==> src/rtl/multicycle_alu.sv <==
// Multi-cycle ALU with a valid/ready handshake on both sides.
// Single-cycle logic/arith/shift ops; MUL is iterative shift-add over WIDTH cycles.
module multicycle_alu #(
    parameter int WIDTH = 20
) (
    input  logic             clk,
    input  logic             rst_n,
    input  logic [WIDTH-1:0] input1,
    input  logic [WIDTH-1:0] input2,
    input  logic [2:0]       select,
    input  logic             in_valid,
    output logic             in_ready,
    output logic [WIDTH-1:0] result,
    output logic [2:0]       flags,
    output logic             out_valid,
    input  logic             out_ready
);

    localparam int CNT_W = $clog2(WIDTH);
    localparam logic [CNT_W-1:0] LAST_ITER = CNT_W'(WIDTH - 1);

    localparam logic [2:0] OP_ADD = 3'b000;
    localparam logic [2:0] OP_AND = 3'b001;
    localparam logic [2:0] OP_OR  = 3'b010;
    localparam logic [2:0] OP_XOR = 3'b011;
    localparam logic [2:0] OP_SUB = 3'b100;
    localparam logic [2:0] OP_SHL = 3'b101;
    localparam logic [2:0] OP_SHR = 3'b110;
    localparam logic [2:0] OP_MUL = 3'b111;

    typedef enum logic [1:0] {
        IDLE = 2'd0,
        MUL  = 2'd1,
        DONE = 2'd2
    } state_t;

    state_t             state_q, state_d;
    logic               live_q, live_d;
    logic [WIDTH-1:0]   result_q, result_d;
    logic [2:0]         flags_q, flags_d;
    logic [2*WIDTH-1:0] acc_q, acc_d;
    logic [2*WIDTH-1:0] mcand_q, mcand_d;
    logic [WIDTH-1:0]   mplier_q, mplier_d;
    logic [CNT_W-1:0]   cnt_q, cnt_d;

    logic [WIDTH:0]     add_full;
    logic [WIDTH:0]     sub_full;
    logic [WIDTH-1:0]   alu_res;
    logic               alu_carry;
    logic               alu_ovf;
    logic [2*WIDTH-1:0] acc_next;

    // Single-cycle datapath; shifts by WIDTH or more naturally give zero
    always_comb begin
        add_full  = {1'b0, input1} + {1'b0, input2};
        sub_full  = {1'b0, input1} - {1'b0, input2};
        alu_res   = '0;
        alu_carry = 1'b0;
        alu_ovf   = 1'b0;
        unique case (select)
            OP_ADD: begin
                alu_res   = add_full[WIDTH-1:0];
                alu_carry = add_full[WIDTH];
                alu_ovf   = (input1[WIDTH-1] == input2[WIDTH-1]) &&
                            (add_full[WIDTH-1] != input1[WIDTH-1]);
            end
            OP_AND: alu_res = input1 & input2;
            OP_OR:  alu_res = input1 | input2;
            OP_XOR: alu_res = input1 ^ input2;
            OP_SUB: begin
                alu_res   = sub_full[WIDTH-1:0];
                alu_carry = sub_full[WIDTH];
                alu_ovf   = (input1[WIDTH-1] != input2[WIDTH-1]) &&
                            (sub_full[WIDTH-1] != input1[WIDTH-1]);
            end
            OP_SHL: alu_res = input1 << input2;
            OP_SHR: alu_res = input1 >> input2;
            OP_MUL: alu_res = '0;
            default: alu_res = '0;
        endcase
    end

    assign acc_next = acc_q + (mplier_q[0] ? mcand_q : '0);

    always_comb begin
        state_d   = state_q;
        live_d    = 1'b1;
        result_d  = result_q;
        flags_d   = flags_q;
        acc_d     = acc_q;
        mcand_d   = mcand_q;
        mplier_d  = mplier_q;
        cnt_d     = cnt_q;
        in_ready  = 1'b0;
        out_valid = 1'b0;
        unique case (state_q)
            IDLE: begin
                // live_q holds off acceptance until the first edge after reset
                in_ready = live_q;
                if (in_valid && live_q) begin
                    if (select == OP_MUL) begin
                        state_d  = MUL;
                        acc_d    = '0;
                        mcand_d  = {{WIDTH{1'b0}}, input1};
                        mplier_d = input2;
                        cnt_d    = '0;
                    end else begin
                        state_d  = DONE;
                        result_d = alu_res;
                        flags_d  = {alu_carry, alu_ovf, (alu_res == '0)};
                    end
                end
            end
            MUL: begin
                acc_d    = acc_next;
                mcand_d  = mcand_q << 1;
                mplier_d = mplier_q >> 1;
                cnt_d    = cnt_q + 1'b1;
                if (cnt_q == LAST_ITER) begin
                    state_d  = DONE;
                    cnt_d    = '0;
                    result_d = acc_next[WIDTH-1:0];
                    flags_d  = {(|acc_next[2*WIDTH-1:WIDTH]), 1'b0,
                                (acc_next[WIDTH-1:0] == '0)};
                end
            end
            DONE: begin
                out_valid = 1'b1;
                if (out_ready) begin
                    state_d = IDLE;
                end
            end
            default: state_d = IDLE;
        endcase
    end

    always_ff @(posedge clk or negedge rst_n) begin
        if (!rst_n) begin
            state_q  <= IDLE;
            live_q   <= 1'b0;
            result_q <= '0;
            flags_q  <= '0;
            acc_q    <= '0;
            mcand_q  <= '0;
            mplier_q <= '0;
            cnt_q    <= '0;
        end else begin
            state_q  <= state_d;
            live_q   <= live_d;
            result_q <= result_d;
            flags_q  <= flags_d;
            acc_q    <= acc_d;
            mcand_q  <= mcand_d;
            mplier_q <= mplier_d;
            cnt_q    <= cnt_d;
        end
    end

    assign result = result_q;
    assign flags  = flags_q;

endmodule
==> config.mk <==
export PLATFORM = sky130hd
export DESIGN_NAME = multicycle_alu
export DESIGN_NICKNAME = d
export VERILOG_FILES = /design/src/rtl/multicycle_alu.sv
export SDC_FILE = /design/constraint.sdc
export NUM_CORES = 1
export LEC_CHECK = 0
export ABC_CLOCK_PERIOD_IN_PS = 4700
export CORE_UTILIZATION = 50
export CTS_CLUSTER_SIZE = 20
export DETAILED_ROUTE_END_ITERATION = 8
export PLACE_DENSITY_LB_ADDON = 0.12
export SLEW_MARGIN = 0
export SYNTH_ARGS = -nofsm -noshare
export SYNTH_HDL_FRONTEND = slang
export SYNTH_SLANG_ARGS = --single-unit
export TNS_END_PERCENT = 20
==> constraint.sdc <==
create_clock -name clk -period 4.7 [get_ports clk]
set_clock_uncertainty 0.2 [all_clocks]
set_input_delay 0.47 -clock clk [delete_from_list [all_inputs] [get_ports clk]]
set_output_delay 0.47 -clock clk [all_outputs]
set_load 0.005 [all_outputs]
==> flow_metrics.env, run 1 <==
export IMPL_placed_cell_area_mm2=0.0147
export IMPL_setup_worst_path_start="mplier_q[0]"
export IMPL_timing_setup_tns_ns=0
export IMPL_hold_class="reg2reg"
export IMPL_power_per_cell_area_mw_per_mm2=376
export IMPL_wire_length_of_the_first_global_routing_pass_um=74500
export IMPL_synth_sequential_area_ratio=0.247
export IMPL_detailedRoute_firstIterationViolations=1229
export IMPL_layout_cells_most_common_list="179 x nand2_1, 172 x nor2_1, 159 x a21oi_1, 147 x o21ai_0, 131 x dfrtp_1"
export IMPL_outcome="finished clean"
export IMPL_comb_power_share=0.439
export IMPL_relSlewSlack=0.404
export IMPL_layout_cells_most_common="nand2_1"
export IMPL_synth_main_ff_cell="dfrtp_1"
export IMPL_internal_power_w=0.00332
export IMPL_hpwl_um=37400
export IMPL_cap_violations=0
export IMPL_floorplan_initialDensity=0.510
export IMPL_setup_worst_path_end_class="register"
export IMPL_overall_fraction_of_global_route_tracks_in_use=0.366
export IMPL_grt_antenna_before_repair=0
export IMPL_worstPathArrival_ns=4.46
export IMPL_remaining_drc_errors=0
export IMPL_power_frac_seq=0.317
export IMPL_worstReg2RegStart="mplier_q[0]"
export IMPL_detailroute_via_count=13400
export IMPL_async_reset_ff_frac=1.00
export IMPL_insertedDiodeCount=0
export IMPL_clk_insertion_delay_late_ns=0.44
export IMPL_yosysWarningCount=0
export IMPL_mappedNetlistNets=1849
export IMPL_p_leak_nw=6.95
export IMPL_p_switching_w=0.00245
export IMPL_rsz0062_at_grt="false"
export IMPL_nFillCells=2489
export IMPL_first_pass_detailed_route_iteration_total=6
export IMPL_place_inst=2094
export IMPL_synth_cell_type_count=101
export IMPL_root_buffer="clkbuf_16"
export IMPL_max_slew_worst_pin_slew_ns=0.894
export IMPL_boundaryPins=72
export IMPL_clock_power_share=0.245
export IMPL_postCtsSetupBuffers=0
export IMPL_finish_instance_area_mm2=0.0153
export IMPL_timing_critical_path_fanout_max=33
export IMPL_worstPathRequired_ns=4.81
export IMPL_clock_slew_seen_by_the_registers_of_the_worst_setup_and_hold_paths_ns=0.07
export IMPL_clock_fmax_mhz=230
export IMPL_fp_row_count=59
export IMPL_global_route_overflow_total=0
export IMPL_syn_area_mm2=0.0133
export IMPL_grt_pass1_vias=12700
export IMPL_reg2reg_setup_slack_ns=0.35
export IMPL_ant_nets=0
export IMPL_avgSynthCellArea_um2=7.82
export IMPL_vdd_ir_drop_max_mv=0.310
export IMPL_cts_tree="built"
export IMPL_clock_path_buffers=2
export IMPL_maximum_number_of_pins_on_one_net_before_global_route_repair=147
export IMPL_synthDominantCellAreaShare=0.247
export IMPL_io_buffers=71
export IMPL_synth_ff_latch_count=131
export IMPL_edff_count_synth=0
export IMPL_area_growth_pct=15.4
export IMPL_r2r_cells=15
export IMPL_worstReg2RegEnd="flags[2]"
export IMPL_finalNetCount=1929
export IMPL_hold_viol_final=0
export IMPL_fin_crit_sh=0.925
export IMPL_final_util=0.588
export IMPL_placeableCoreArea_mm2=0.0261
export IMPL_postRouteWirelength_um=49300
export IMPL_setup_violators_final=0
export IMPL_slew_viol_final=0
export IMPL_avgViaCountPerCell=6.30
export IMPL_cts_sinks=131
export IMPL_die_width_um=165
export IMPL_cp_endpoint="flags[2]"
export IMPL_die_area_mm2=0.0272
export IMPL_fin_cells=2127
export IMPL_worst_setup_path_start_kind="register"
export IMPL_final_wtd_congestion=0.998
export IMPL_avgRoutedWirePerCell_um=23.2
export IMPL_ctsHtreeMaxLevel=4
export IMPL_post_synth_inst_count=1699
export IMPL_timing_worst_setup_path_type="reg2reg"
export IMPL_synth_area_leaders="dfrtp_1 25%, ha_1 9.4%, a21oi_1 6.0%"
export IMPL_switching_share=0.424
export IMPL_drive_gt1_frac=0.113
export IMPL_design_power_total_w=0.00577
export IMPL_tritoncts_buffers=17
export IMPL_fp_dieH_um=165
export IMPL_post_route_min_period_ns=4.35
export IMPL_yosys_area_top_type="dfrtp_1"
## state kept, by name, summed over array words and instances (netlist names)
register / flops
cnt_q: 5
result: 20
mplier_q: 20
mcand_q: 40
live_q: 1
flags: 3
acc_q: 40
state_q: 2
## kinds of logic (layout without fill, tap and decap cells)
family                   Yosys count  count (layout)  share of synthesized area
multiplexers                      82              82                     0.0768
AO/OA/AOI/OAI                    596             596                      0.296
AND/OR/NAND/NOR                  553             553                      0.194
buffers and inverters            186             279                     0.0570
flip-flops                       131             131                      0.247
other                              1               1                   0.000282
XOR/XNOR                          47              47                     0.0310
adder cells (fa/ha/maj)          103             103                     0.0987
## metrics by stage
step | setup slack [ns] | hold WS, ns
detailed placement | 0.0255 | 0.270
CTS | 0.394 | 0.285
global route | 0.0548 | 0.307
finish | 0.351 | 0.276
floorplan | 0.702 | -0.0256
global placement | 0.188 | 0.261
## what timing repair did
action / in CTS / in global routing
hold endpoints to repair: 84 / 0
gates resized for setup: 0 / 0
hold buffers: 1 / 0
## critical path: stages (launching register included)
cell,delay (ns)
dfrtp_1,0.45
buf_4,0.36
and2_1,0.18
ha_1,0.31
and3_1,0.28
a41oi_1,0.25
o21ai_2,0.12
a41oi_2,0.32
nand2_1,0.11
o2111ai_1,0.20
nand2_1,0.13
xnor2_1,0.34
nand3_1,0.11
or4_1,0.47
nor4_2,0.23
a32oi_1,0.12
## metal layers
metal | share of wire | GRT usage | up-vias
li1 | - | - | 6326
met3 | 0.068 | 0.0477 | 126
met1 | 0.43 | 0.483 | 6375
met2 | 0.45 | 0.578 | 580
met4 | 0.054 | 0.197 | 0
met5 | 0 | 0 | -
## final cells by class
type                       instances  area [µm²]  share of cell area
timing repair buffer             174        1510              0.0982
clock inverter                    13         143             0.00930
clock buffer                      19         443              0.0289
tap                              335         419              0.0273
multi-input combinational       1382        9270               0.605
sequential                       131        3280               0.214
inverter                          73         274              0.0179
## worst min-delay path by stage
stage                     startpoint          to  slack (ns)  depth (start not counted)
after floorplan                rst_n    acc_q[0]       -0.03                          0
after global placement    result[14]  result[14]        0.26                          2
after detailed placement  result[11]  result[11]        0.27                          2
after CTS                 result[11]  result[11]        0.29                          2
after global routing        acc_q[5]    acc_q[5]        0.31                          1
final                     result[11]  result[11]        0.28                          2
## power by group through the flow
stage / combinational, W / sequential, W / clock [W]
global route: 0.00278 / 0.00187 / 0.00146
finish: 0.00253 / 0.00183 / 0.00141
floorplan: 0.00165 / 0.00172 / 0
global placement: 0.00245 / 0.00183 / 0
CTS: 0.00250 / 0.00182 / 0.00142
detailed placement: 0.00249 / 0.00184 / 0
## Yosys cell counts (5+ instances only)
cell and instances:
a211oi_1 18, xnor2_1 28, and3_1 5, o21ai_0 147, o32ai_1 7, inv_1 69, a22oi_1 7, o211ai_1 11
a31oi_1 12, o21bai_1 12, xor2_1 19, nand2b_1 25, o21a_1 10, nand2_1 179, nor3_1 34, ha_1 100
mux2_2 9, o31ai_1 15, nand3_1 28, o22a_1 11, mux2i_1 57, a221oi_1 6, nor4_1 8, a21o_1 34
buf_1 12, nor2b_1 12, or3_1 8, o22ai_1 16, a311oi_1 5, o21ai_1 15, a2111oi_0 5, buf_2 23
nor2_1 172, a211o_1 5, and2_1 41, a21oi_1 159, clkbuf_1 72, mux4_2 15, nand4_1 13, dfrtp_1 131
a22o_1 44
(Power assumes the default switching activity.)
==> run 2: changes to the inputs <==
CORE_UTILIZATION = 55   (was 50)
REMOVE_ABC_BUFFERS = 1   (was unset)
SLEW_MARGIN = unset   (was 0)
==> flow_metrics.env, run 2 (same netlist as run 1, synthesis figures left out) <==
export IMPL_cts_sinks=131
export IMPL_rsz0062_at_grt="false"
export IMPL_global_route_overflow_total=0
export IMPL_hpwl_um=36900
export IMPL_cap_violations=0
export IMPL_setup_worst_path_end_class="register"
export IMPL_fp_row_count=56
export IMPL_wire_length_of_the_first_global_routing_pass_um=75300
export IMPL_avgRoutedWirePerCell_um=23.3
export IMPL_slew_viol_final=0
export IMPL_boundaryPins=72
export IMPL_timing_setup_tns_ns=0
export IMPL_outcome="finished clean"
export IMPL_first_pass_detailed_route_iteration_total=6
export IMPL_ctsHtreeMaxLevel=4
export IMPL_fin_cells=2108
export IMPL_io_buffers=71
export IMPL_area_growth_pct=15.4
export IMPL_p_leak_nw=6.94
export IMPL_finalNetCount=1926
export IMPL_slack_of_the_critical_path_ns=0.174
export IMPL_ant_nets=0
export IMPL_seqCellArea_mm2=0.00328
export IMPL_grt_pass1_vias=12900
export IMPL_final_wtd_congestion=1.05
export IMPL_fin_crit_sh=0.963
export IMPL_post_route_min_period_ns=4.53
export IMPL_avgViaCountPerCell=6.58
export IMPL_max_slew_worst_pin_slew_ns=0.854
export IMPL_placement_setup_worst_slack_ns=0.0969
export IMPL_detailedRoute_firstIterationViolations=1693
export IMPL_die_width_um=157
export IMPL_root_buffer="clkbuf_16"
export IMPL_vdd_ir_drop_max_mv=0.239
export IMPL_worst_setup_path_start_kind="register"
export IMPL_finish_instance_area_mm2=0.0153
export IMPL_postRouteWirelength_um=49100
export IMPL_insertedDiodeCount=0
export IMPL_power_per_cell_area_mw_per_mm2=375
export IMPL_worstPathRequired_ns=4.80
export IMPL_timing_worst_setup_path_type="reg2reg"
export IMPL_fp_dieH_um=157
export IMPL_placeableCoreArea_mm2=0.0236
export IMPL_worstPathArrival_ns=4.62
export IMPL_reg2reg_setup_slack_ns=0.17
export IMPL_overall_fraction_of_global_route_tracks_in_use=0.403
export IMPL_die_area_mm2=0.0248
export IMPL_grt_antenna_before_repair=1
export IMPL_nFillCells=2041
export IMPL_layout_cells_most_common_list="179 x nand2_1, 172 x nor2_1, 159 x a21oi_1, 147 x o21ai_0, 131 x dfrtp_1"
export IMPL_detailroute_via_count=13900
export IMPL_cts_tree="built"
export IMPL_final_util=0.650
export IMPL_clk_insertion_delay_late_ns=0.44
export IMPL_hold_class="reg2reg"
export IMPL_clock_path_buffers=2
export IMPL_placed_cell_area_mm2=0.0147
export IMPL_remaining_drc_errors=0
export IMPL_clock_fmax_mhz=221
export IMPL_clock_slew_seen_by_the_registers_of_the_worst_setup_and_hold_paths_ns=0.07
export IMPL_layout_cells_most_common="nand2_1"
export IMPL_place_inst=2075
export IMPL_timing_critical_path_fanout_max=5
export IMPL_layout_top_registers="acc_q (40), mcand_q (40)"
export IMPL_setup_violators_final=0
export IMPL_drive_gt1_frac=0.111
export IMPL_relSlewSlack=0.430
export IMPL_postCtsSetupBuffers=0
export IMPL_area_used_by_multi_input_combinational_logic_mm2=0.00928
export IMPL_maximum_number_of_pins_on_one_net_before_global_route_repair=133
export IMPL_tritoncts_buffers=17
export IMPL_floorplan_initialDensity=0.563
export IMPL_hold_viol_final=0
==> run 2: final timing paths <==
path	start	end	cells past startpoint
max	mcand_q[0]	flags[2]	17
min	result[9]	result[9]	2
max reg2reg	mcand_q[0]	flags[2]	17
min reg2reg	result[9]	result[9]	2
max in group asynchronous	rst_n	mcand_q[34]	3
min in group asynchronous	rst_n	acc_q[0]	2
==> run 2: area by class of cell <==
| class | instances | area share |
|---|---|---|
| inverter | 73 | 0.0179 |
| clock inverter | 14 | 0.0108 |
| multi-input combinational | 1382 | 0.605 |
| timing repair buffer | 171 | 0.0985 |
| clock buffer | 18 | 0.0280 |
| tap | 319 | 0.0260 |
| sequential | 131 | 0.214 |
==> run 2: timing repair <==
action,4_1_cts,5_1_grt
resized for setup,0,2
hold buffers,1,0
endpoints found under the setup margin,0,1
endpoints found under the hold margin,86,0
==> run 2: report_power, final <==
group	switching, W	internal (W)	total [W]	leakage, nW
logic	0.00152	0.00106	0.00258	4.93
registers	0.000273	0.00151	0.00179	1.72
clock network	0.000589	0.000800	0.00139	0.291
==> run 2: metrics by stage <==
stage | total power (W) | hold WS (ns)
global placement | 0.00423 | 0.259
finish | 0.00576 | 0.277
global route | 0.00611 | 0.297
CTS | 0.00570 | 0.283
detailed placement | 0.00429 | 0.266
floorplan | 0.00331 | -0.0256
==> run 2: metal layers <==
layer / global-route usage / wire [µm] / vias to the layer above
met5: 0 / 0 / -
met4: 0.153 / 1750 / 0
met3: 0.109 / 5620 / 121
met2: 0.597 / 21000 / 827
met1: 0.554 / 20800 / 6594
li1: - / - / 6324
==> run 2: critical path, cell delays in order, from the launching register on <==
cell and delay [ns]:
dfrtp_1 0.37, and2_1 0.15, ha_1 0.19, inv_1 0.07, fa_1 0.42, nand2b_1 0.19, a21oi_2 0.21, o211ai_2 0.15
o21ba_4 0.28, a211oi_1 0.34, or4_1 0.20, nand3b_1 0.13, or4_1 0.48, a2111oi_0 0.30, buf_4 0.18, nand4_1 0.14
nor4_4 0.24, a32oi_1 0.15
==> run 3: changes to the inputs <==
CORE_ASPECT_RATIO = 1.75   (was unset)
REMOVE_ABC_BUFFERS = unset   (was 1)
==> flow_metrics.env, run 3 (same netlist as run 1, synthesis figures left out) <==
export IMPL_worstPathRequired_ns=4.81
export IMPL_die_area_mm2=0.0248
export IMPL_clock_slew_seen_by_the_registers_of_the_worst_setup_and_hold_paths_ns=0.06
export IMPL_cp_slowest_stage_delay_ns=0.42
export IMPL_route_met2_wl_um=26500
export IMPL_finalNetCount=1932
export IMPL_final_wtd_congestion=1.09
export IMPL_layout_cells_most_common="nand2_1"
export IMPL_cts_sinks=131
export IMPL_boundaryPins=72
export IMPL_io_buffers=71
export IMPL_timing_setup_tns_ns=0
export IMPL_rsz0062_at_grt="false"
export IMPL_ant_nets=0
export IMPL_drive_gt1_frac=0.114
export IMPL_switching_share=0.422
export IMPL_root_buffer="clkbuf_16"
export IMPL_fin_cells=2102
export IMPL_detailroute_via_count=14000
export IMPL_dr_max_layer_used="met4"
export IMPL_timing_worst_setup_path_type="reg2reg"
export IMPL_p_leak_nw=6.93
export IMPL_post_route_min_period_ns=4.43
export IMPL_vdd_ir_drop_max_mv=0.258
export IMPL_setup_worst_path_end_class="register"
export IMPL_final_util=0.650
export IMPL_wl_met3_um=3300
export IMPL_hold_class="reg2reg"
export IMPL_reg2reg_setup_slack_ns=0.27
export IMPL_setup_violators_final=0
export IMPL_avgRoutedWirePerCell_um=25.1
export IMPL_clock_fmax_mhz=226
export IMPL_relSlewSlack=0.327
export IMPL_placeableCoreArea_mm2=0.0235
export IMPL_fp_row_count=74
export IMPL_comb_power_share=0.458
export IMPL_ctsHtreeMaxLevel=4
export IMPL_overall_fraction_of_global_route_tracks_in_use=0.430
export IMPL_clk_insertion_delay_late_ns=0.44
export IMPL_grt_pass1_vias=14000
export IMPL_slew_viol_final=0
export IMPL_fp_dieH_um=208
export IMPL_layout_top_registers="acc_q (40), mcand_q (40)"
export IMPL_cp_cell_sequence="buf_12 -> and2_1 -> ha_1 -> a21oi_1 -> nor3b_2 -> o21ai_1 -> o21ba_4 -> a31oi_4 -> o221ai_2 -> buf_4 -> nor2_1 -> nor3_2 -> nand3_1 -> or4_1 -> nor4_2 -> a32oi_1"
export IMPL_area_growth_pct=15.1
export IMPL_worstPathArrival_ns=4.54
export IMPL_clock_power_share=0.218
export IMPL_p_switching_w=0.00237
export IMPL_global_route_overflow_total=0
export IMPL_layout_cells_most_common_list="179 x nand2_1, 172 x nor2_1, 159 x a21oi_1, 147 x o21ai_0, 131 x dfrtp_1"
export IMPL_remaining_drc_errors=0
export IMPL_clock_path_buffers=2
export IMPL_nFillCells=2106
export IMPL_timing_critical_path_max_delay_family="simple AND/OR/NAND/NOR gates"
export IMPL_hold_viol_final=0
export IMPL_die_width_um=119
export IMPL_cp_num_buf_inv=2
export IMPL_fin_crit_sh=0.943
export IMPL_cts_tree="built"
export IMPL_maximum_number_of_pins_on_one_net_before_global_route_repair=133
export IMPL_cap_violations=0
export IMPL_postRouteWirelength_um=52800
export IMPL_first_pass_detailed_route_iteration_total=6
export IMPL_wire_length_of_the_first_global_routing_pass_um=80300
export IMPL_outcome="finished clean"
export IMPL_slowest_stage="or4_1"
export IMPL_power_per_cell_area_mw_per_mm2=367
export IMPL_grt_antenna_before_repair=3
export IMPL_power_frac_seq=0.324
export IMPL_place_inst=2066
export IMPL_cts_resized_gates=0
export IMPL_hold_ws_ns=0.279
export IMPL_tritoncts_buffers=17
export IMPL_avgViaCountPerCell=6.68
export IMPL_max_slew_worst_pin_slew_ns=0.999
export IMPL_detailedRoute_firstIterationViolations=1045
export IMPL_floorplan_initialDensity=0.565
export IMPL_internal_power_w=0.00324
export IMPL_hpwl_um=41000
export IMPL_routedLengthMet1_um=17800
export IMPL_worst_setup_path_start_kind="register"
export IMPL_timing_critical_path_fanout_max=40
-- run 3: layout make-up --
cell class	instances	area, µm²	area share
Clock inverter	14	104	0.00679
Inverter	73	274	0.0179
Multi-Input combinational cell	1382	9270	0.606
Tap cell	304	380	0.0249
Sequential cell	131	3280	0.214
Clock buffer	18	429	0.0281
Antenna cell	3	7.51	0.000491
Timing Repair Buffer	177	1550	0.102
-- run 3: what timing repair did --
item | 4_1_cts | 5_1_grt
setup buffers | 0 | 0
hold buffers | 1 | 0
hold endpoints to repair | 60 | 0
-- run 3: path summary, 6_finish.rpt --
| check | start | endpoint | cells past startpoint |
|---|---|---|---|
| min reg2reg | mplier_q[5] | mplier_q[5] | 2 |
| min | mplier_q[5] | mplier_q[5] | 2 |
| min in group asynchronous | rst_n | mplier_q[5] | 2 |
| max in group asynchronous | rst_n | mcand_q[14] | 3 |
| max reg2reg | mplier_q[0] | flags[2] | 16 |
| max | mplier_q[0] | flags[2] | 16 |
-- run 3: stage by stage --
stage               total power, W  instance area (µm²)  setup slack, ns
finish                     0.00561                15300            0.269
global route               0.00592                15300           0.0868
CTS                        0.00556                15300            0.351
detailed placement         0.00433                14700            0.108
global placement           0.00425                14700            0.200
floorplan                  0.00337                13300            0.702
-- run 3: worst min-delay path: stages, from the launching register on --
cell	delay, ns
dfrtp_1	0.34
nand2_1	0.04
o21ai_0	0.06
-- run 3: power groups by stage --
stage	sequential [W]	clock [W]	combinational, W
after floorplan	0.00172	0	0.00165
after global placement	0.00180	0	0.00245
after detailed placement	0.00182	0	0.00251
after CTS	0.00181	0.00123	0.00252
after global routing	0.00185	0.00127	0.00280
final	0.00182	0.00122	0.00257
-- run 3: per-layer routing --
layer,vias up,global-route usage
met5,-,0
met4,0,0.368
met3,271,0.0728
met2,714,0.754
met1,6706,0.437
li1,6343,-
